File: src/rtl/mem_stage_pkg.sv
// Shared types, funct3 codes and store-side helpers for the MEM stage.
package mem_stage_pkg;

  localparam int unsigned XLEN  = 32;
  localparam int unsigned BE_W  = 4;
  localparam int unsigned F3_W  = 3;
  localparam int unsigned CNT_W = 8;

  localparam logic [F3_W-1:0] F3_LB  = 3'b000;
  localparam logic [F3_W-1:0] F3_LH  = 3'b001;
  localparam logic [F3_W-1:0] F3_LW  = 3'b010;
  localparam logic [F3_W-1:0] F3_LBU = 3'b100;
  localparam logic [F3_W-1:0] F3_LHU = 3'b101;
  localparam logic [F3_W-1:0] F3_SB  = 3'b000;
  localparam logic [F3_W-1:0] F3_SH  = 3'b001;
  localparam logic [F3_W-1:0] F3_SW  = 3'b010;

  typedef enum logic [1:0] {
    MEM_IDLE = 2'd0,
    MEM_WAIT = 2'd1,
    MEM_DONE = 2'd2
  } mem_state_e;

  typedef struct packed {
    logic [XLEN-1:0] addr;
    logic [XLEN-1:0] wdata;
    logic [BE_W-1:0] be;
    logic            we;
  } dbus_req_t;

  function automatic logic mem_misaligned(input logic [F3_W-1:0] f3, input logic [1:0] off);
    logic half;
    logic word;
    half = (f3 == F3_LH) || (f3 == F3_LHU);
    word = (f3 == F3_LW);
    return (half && off[0]) || (word && (off != 2'b00));
  endfunction

  function automatic logic [BE_W-1:0] store_be(input logic [F3_W-1:0] f3, input logic [1:0] off);
    case (f3)
      F3_SB:   return BE_W'(4'b0001 << off);
      F3_SH:   return BE_W'(4'b0011 << off);
      F3_SW:   return 4'b1111;
      default: return '0;
    endcase
  endfunction

  function automatic logic [XLEN-1:0] store_wdata(input logic [F3_W-1:0] f3, input logic [XLEN-1:0] d);
    case (f3)
      F3_SB:   return {4{d[7:0]}};
      F3_SH:   return {2{d[15:0]}};
      default: return d;
    endcase
  endfunction

endpackage

File: src/rtl/mem_stage_load_ext.sv
// Load lane select and sign/zero extension of the returned bus word.
import mem_stage_pkg::*;

module mem_load_ext (
  input  logic [XLEN-1:0] rdata,
  input  logic [1:0]      offset,
  input  logic [F3_W-1:0] funct3,
  output logic [XLEN-1:0] data
);

  logic [XLEN-1:0] shifted;

  always_comb begin
    shifted = rdata >> {offset, 3'b000};
    data    = '0;
    case (funct3)
      F3_LB:   data = {{24{shifted[7]}}, shifted[7:0]};
      F3_LH:   data = {{16{shifted[15]}}, shifted[15:0]};
      F3_LW:   data = shifted;
      F3_LBU:  data = {24'd0, shifted[7:0]};
      F3_LHU:  data = {16'd0, shifted[15:0]};
      default: data = '0;
    endcase
  end

endmodule

File: src/rtl/mem_stage.sv
// MEM stage: issues data-bus load/store over req/ack, stalls the pipe until
// completion or timeout, then presents the result for one cycle in DONE.
import mem_stage_pkg::*;

module mem_stage #(
  parameter int unsigned TIMEOUT_CYCLES = 255
) (
  input  logic        clk_i,
  input  logic        rst_i,
  input  logic [31:0] alu_result_i,
  input  logic [31:0] store_data_i,
  input  logic        MemRead_i,
  input  logic        MemWrite_i,
  input  logic [2:0]  funct3_i,
  input  logic        MemtoReg_i,
  input  logic        RegWrite_i,
  input  logic [4:0]  rd_i,
  output logic        dbus_req_o,
  output logic        dbus_we_o,
  output logic [31:0] dbus_addr_o,
  output logic [31:0] dbus_wdata_o,
  output logic [3:0]  dbus_be_o,
  input  logic        dbus_ack_i,
  input  logic [31:0] dbus_rdata_i,
  output logic [31:0] reg_data_o,
  output logic [31:0] mem_data_o,
  output logic        MemtoReg_o,
  output logic        RegWrite_o,
  output logic [4:0]  rd_o,
  output logic        stall_req_o,
  output logic        misalign_o,
  output logic        bus_err_o
);

  mem_state_e       state;
  dbus_req_t        req_q;
  logic [CNT_W-1:0] wait_cnt;
  logic [1:0]       off_q;
  logic [F3_W-1:0]  f3_q;
  logic             fault_q;
  logic             mem_op;
  logic             mis;
  logic             accept;
  logic             last_wait;
  logic [XLEN-1:0]  load_data;

  assign mem_op    = MemRead_i | MemWrite_i;
  assign mis       = mem_misaligned(funct3_i, alu_result_i[1:0]);
  assign accept    = (state == MEM_IDLE) && mem_op && !mis;
  assign last_wait = (wait_cnt == CNT_W'(TIMEOUT_CYCLES - 1));

  assign misalign_o  = (state == MEM_IDLE) && mem_op && mis;
  assign stall_req_o = accept || (state == MEM_WAIT);
  assign RegWrite_o  = RegWrite_i && !misalign_o && !((state == MEM_DONE) && fault_q);
  assign reg_data_o  = alu_result_i;
  assign MemtoReg_o  = MemtoReg_i;
  assign rd_o        = rd_i;

  assign dbus_we_o    = req_q.we;
  assign dbus_addr_o  = req_q.addr;
  assign dbus_wdata_o = req_q.wdata;
  assign dbus_be_o    = req_q.be;

  mem_load_ext u_load_ext (
    .rdata  (dbus_rdata_i),
    .offset (off_q),
    .funct3 (f3_q),
    .data   (load_data)
  );

  // Bus transaction FSM; ack has priority over timeout expiry.
  always_ff @(posedge clk_i) begin
    if (!rst_i) begin
      state      <= MEM_IDLE;
      req_q      <= '0;
      wait_cnt   <= '0;
      off_q      <= '0;
      f3_q       <= '0;
      fault_q    <= 1'b0;
      dbus_req_o <= 1'b0;
      bus_err_o  <= 1'b0;
      mem_data_o <= '0;
    end else begin
      bus_err_o <= 1'b0;
      case (state)
        MEM_IDLE: begin
          if (accept) begin
            state       <= MEM_WAIT;
            dbus_req_o  <= 1'b1;
            req_q.addr  <= {alu_result_i[31:2], 2'b00};
            req_q.wdata <= store_wdata(funct3_i, store_data_i);
            req_q.be    <= store_be(funct3_i, alu_result_i[1:0]);
            req_q.we    <= MemWrite_i;
            off_q       <= alu_result_i[1:0];
            f3_q        <= funct3_i;
            wait_cnt    <= '0;
            fault_q     <= 1'b0;
          end
        end
        MEM_WAIT: begin
          if (dbus_ack_i) begin
            dbus_req_o <= 1'b0;
            state      <= MEM_DONE;
            if (!req_q.we) mem_data_o <= load_data;
          end else if (last_wait) begin
            dbus_req_o <= 1'b0;
            bus_err_o  <= 1'b1;
            fault_q    <= 1'b1;
            state      <= MEM_DONE;
          end else begin
            wait_cnt <= wait_cnt + CNT_W'(1);
          end
        end
        MEM_DONE: begin
          state   <= MEM_IDLE;
          fault_q <= 1'b0;
        end
        default: state <= MEM_IDLE;
      endcase
    end
  end

endmodule

File: config.mk
export PLATFORM = sky130hd
export DESIGN_NAME = mem_stage
export DESIGN_NICKNAME = d
export VERILOG_FILES = /design/src/rtl/mem_stage_pkg.sv /design/src/rtl/mem_stage_load_ext.sv /design/src/rtl/mem_stage.sv
export SDC_FILE = /design/constraint.sdc
export NUM_CORES = 1
export LEC_CHECK = 0
export ABC_AREA = 1
export ABC_CLOCK_PERIOD_IN_PS = 1800
export BUFFER_PORTS_ARGS = -buffer_cell sky130_fd_sc_hd__clkbuf_2
export CAP_MARGIN = 20
export CORE_MARGIN = 2
export CORE_UTILIZATION = 46
export DETAILED_ROUTE_END_ITERATION = 8
export GPL_TIMING_DRIVEN = 1
export PLACE_DENSITY = 0.86
export SETUP_SLACK_MARGIN = 0.4
export SYNTH_ARGS = -nofsm -noshare
export SYNTH_HDL_FRONTEND = slang
export SYNTH_HIERARCHICAL = 1
export SYNTH_SLANG_ARGS = --single-unit
export TNS_END_PERCENT = 50
File: constraint.sdc
create_clock -name clk_i -period 1.8 [get_ports clk_i]
set_clock_uncertainty 0.15 [all_clocks]
set_input_delay 0.18 -clock clk_i [delete_from_list [all_inputs] [get_ports clk_i]]
set_output_delay 0.18 -clock clk_i [all_outputs]
set_load 0.05 [all_outputs]
==> results.md <==
- Clk_lat worst skew: 0.41 ns
- Synth warn: 6
- CTS Buffer Depth: 2
- NetSw: 3.540 mW
- CP Max Fanout: 3
- Largest stage delay, worst path: 0.34 ns
- Crit path cell chain: inv_2 -> nand2_2 -> nor2_4 -> nand3_2 -> buf_6 -> nand2_8 -> buf_12
- Antenna violations before repair: 2
- Comb power frac: 0.329
- Cell internal pwr: 6.332 mW
- Die height: 117.6 um
- Pwr Total: 9.872 mW
- CP Capture Type: output port
- F_max: 0.5764 GHz
- Top Ports: 255
- Reg2reg start: state[1]$_SDFFE_PN0P_
- Setup_tns: 0 ns
- Leakage power: 4.555 nW
- Fin. max-slew vios: 0
- Slowest cell on crit path: dfxtp_4
- Switching share of power: 0.3586
- Worst setup path class: reg2out
- Hold Fails Final Rpt: 0
- CTS Buf Count: 17
- Non-Filler Instances: 1360
- Die width: 117.6 um
- # Max-Cap Violations: 0
- Unrepaired setup endpoints after global routing: yes
- Final core occ: 0.7398
- Post-layout min period: 1.735 ns
- Antenna-violating nets left: 0
- Hold Startpoint: store_data_i[25]
- Initial Utilization: 0.4702
- Worst vdd ir: 0.9912 mV
- Synth cell types: 32
- Power per cell area: 1057 nW/um^2
- All-layer global routing usage: 0.3153
- Die Area: 13820 sq um
- Critical path origin: state[0]$_SDFFE_PN0P_
- Cell count after synthesis: 881
- Initial DRC Count: 989
- Wirelength, routed: 23670 um
- Worst-path clk slew: 0.06 ns
- CTS sink cnt: 117
- PortBufs: 240
- Register area share after synthesis: 0.3948
- CP Launch Type: register
- Largest net degree at the start of global routing: 45
- Share of cells above drive strength 1: 0.3634
- DR vias: 7522
- CORE AREA: 12620 sq um
- Num rows: 41
- DRC: 0
- Clock power frac: 0.368
- CTS tree: done
- Synth Cell Area: 5933 sq um
- Tcrit/Tclk final: 0.9639
- Initial DRT Pass Iterations: 8
- Dpl cells: 1224
- Seq cells post-synth: 117
- Placer Congestion: 0.9752
- CTS Root Cell: clkbuf_16
- Routed WL per cell: 17.40 um
- Gr ovfl total: 0
- Crit path DAT: 1.41 ns
- Worst Hold Class: in2reg
- Req. time, crit path: 1.47 ns
- Outcome: completed
- Fin nets: 1287
- Post-DR vias/cell: 5.531
- Final setup fails: 0
- Area grow syn2layout: 57.36%
- Post-DP HPWL: 12690 um
- Sequential Power Share: 0.302
- Vias in the first global route: 7228
- Average instance area after synthesis: 6.735 sq um
- First-pass GRT wire length: 34910 um
- Htree depth: 4
- # fillers: 851
==> layout make-up <==
| class | instances | area, sq um | area share |
|---|---|---|---|
| Timing Repair Buffer | 360 | 2730 | 0.2924 |
| Clock buffer | 24 | 481.7 | 0.05159 |
| Clock inverter | 7 | 143.9 | 0.01541 |
| Antenna cell | 2 | 5.005 | 0.0005360 |
| Inverter | 34 | 152.6 | 0.01635 |
| Multi-Input combinational cell | 644 | 3251 | 0.3482 |
| Tap cell | 172 | 215.2 | 0.02305 |
| Sequential cell | 117 | 2357 | 0.2525 |
==> cell usage in the layout, fill, tap and decap left out, types with 6 or more instances in the layout <==
| cell | n |
|---|---|
| o21ai_2 | 23 |
| dfxtp_1 | 109 |
| nand3_2 | 16 |
| a21oi_1 | 54 |
| buf_6 | 9 |
| nor2_2 | 8 |
| buf_12 | 9 |
| inv_1 | 23 |
| dfxtp_2 | 6 |
| dlygate4sd3_1 | 66 |
| buf_4 | 21 |
| nand2_1 | 255 |
| buf_16 | 8 |
| clkbuf_16 | 21 |
| a21oi_2 | 7 |
| nor3_1 | 8 |
| o21ai_0 | 27 |
| clkbuf_2 | 237 |
| nand2_2 | 6 |
| o21ai_1 | 14 |
| nand3_1 | 58 |
| nand3_4 | 6 |
| nor2_4 | 14 |
| inv_2 | 6 |
| nor2_1 | 127 |
==> worst max-delay path: cells and delay by family (launching register included) <==
family | cells | cell delay [ns]
DFF | 1 | 0.34
and+or+nand+nor | 4 | 0.33
buffers and inverters | 3 | 0.31
==> synthesized netlist by cell type, drive strengths merged <==
| cell type | n | share of area |
|---|---|---|
| nand2 | 267 | 0.17 |
| nor2 | 149 | 0.098 |
| dfxtp | 117 | 0.39 |
| nand3 | 77 | 0.078 |
| buf | 73 | 0.092 |
| o21ai | 64 | 0.054 |
| a21oi | 62 | 0.054 |
| inv | 34 | 0.022 |
| clkbuf | 17 | 0.011 |
| nor3 | 11 | 0.012 |
| ha | 2 | 0.0042 |
| o211ai | 2 | 0.0025 |
| and3 | 1 | 0.0011 |
| conb | 1 | 0.00063 |
| nand4 | 1 | 0.0011 |
| o21bai | 1 | 0.0013 |
| o22ai | 1 | 0.0011 |
| or2 | 1 | 0.0011 |
==> path summary, 6_finish.rpt <==
check | to | slack (ns) | depth (start not counted)
setup / recovery | stall_req_o | 0.06 | 7
hold / removal | dbus_wdata_o[25]$_SDFFE_PN0P_ | 0.02 | 5
setup reg to reg | mem_data_o[13]$_SDFFE_PN0P_ | 0.08 | 10
hold reg to reg | dbus_addr_o[13]$_SDFFE_PN0P_ | 0.31 | 2
==> state kept, by name, indices dropped and copies added, names as in the netlist, 2 cells and up <==
name / count
dbus_wdata_o: 32
mem_data_o: 32
dbus_addr_o: 30
wait_cnt: 8
dbus_be_o: 4
f3_q: 3
off_q: 2
state: 2
==> metrics by stage <==
| step | hold slack (ns) | cell area [sq um] | setup WS (ns) |
|---|---|---|---|
| global route | 0.02129 | 9336 | 0.01156 |
| detailed placement | 0.2103 | 7028 | 0.1807 |
| global placement | 0.2103 | 7028 | 0.2090 |
| floorplan | 0.1663 | 6001 | 0.3652 |
| CTS | 0.001374 | 8976 | 0.06687 |
| finish | 0.01721 | 9336 | 0.06500 |
==> metal layers <==
metal  wire [um]  global-route usage
met1        8245              0.3361
met2       11570              0.5402
met3        2488              0.1071
met4        1366              0.1883
met5           0                   0
==> logic make-up after synthesis <==
group / Yosys count / synth area share
flops: 117 / 0.3948
fa+ha+maj: 2 / 0.004217
compound gates: 130 / 0.1130
other cells: 1 / 0.0006320
simple gates: 507 / 0.3625
buf+inv: 124 / 0.1248
==> power groups by stage <==
stage,logic [mW],registers (mW),clock network [mW]
floorplan,1.23,3.72,0
global placement,2.46,3.00,0
detailed placement,2.48,3.01,0
CTS,2.97,2.96,3.64
global route,3.41,3.01,3.78
finish,3.25,2.99,3.64
==> what timing repair did <==
action                                  in CTS  in global routing
endpoints found under the setup margin     121                154
hold buffers                                66                  0
pin swaps                                   13                 36
setup buffers                               13                  8
cloned                                      12                  4
resized for setup                           75                 81
endpoints found under the hold margin       67                  0
(Power assumes the default switching activity.)
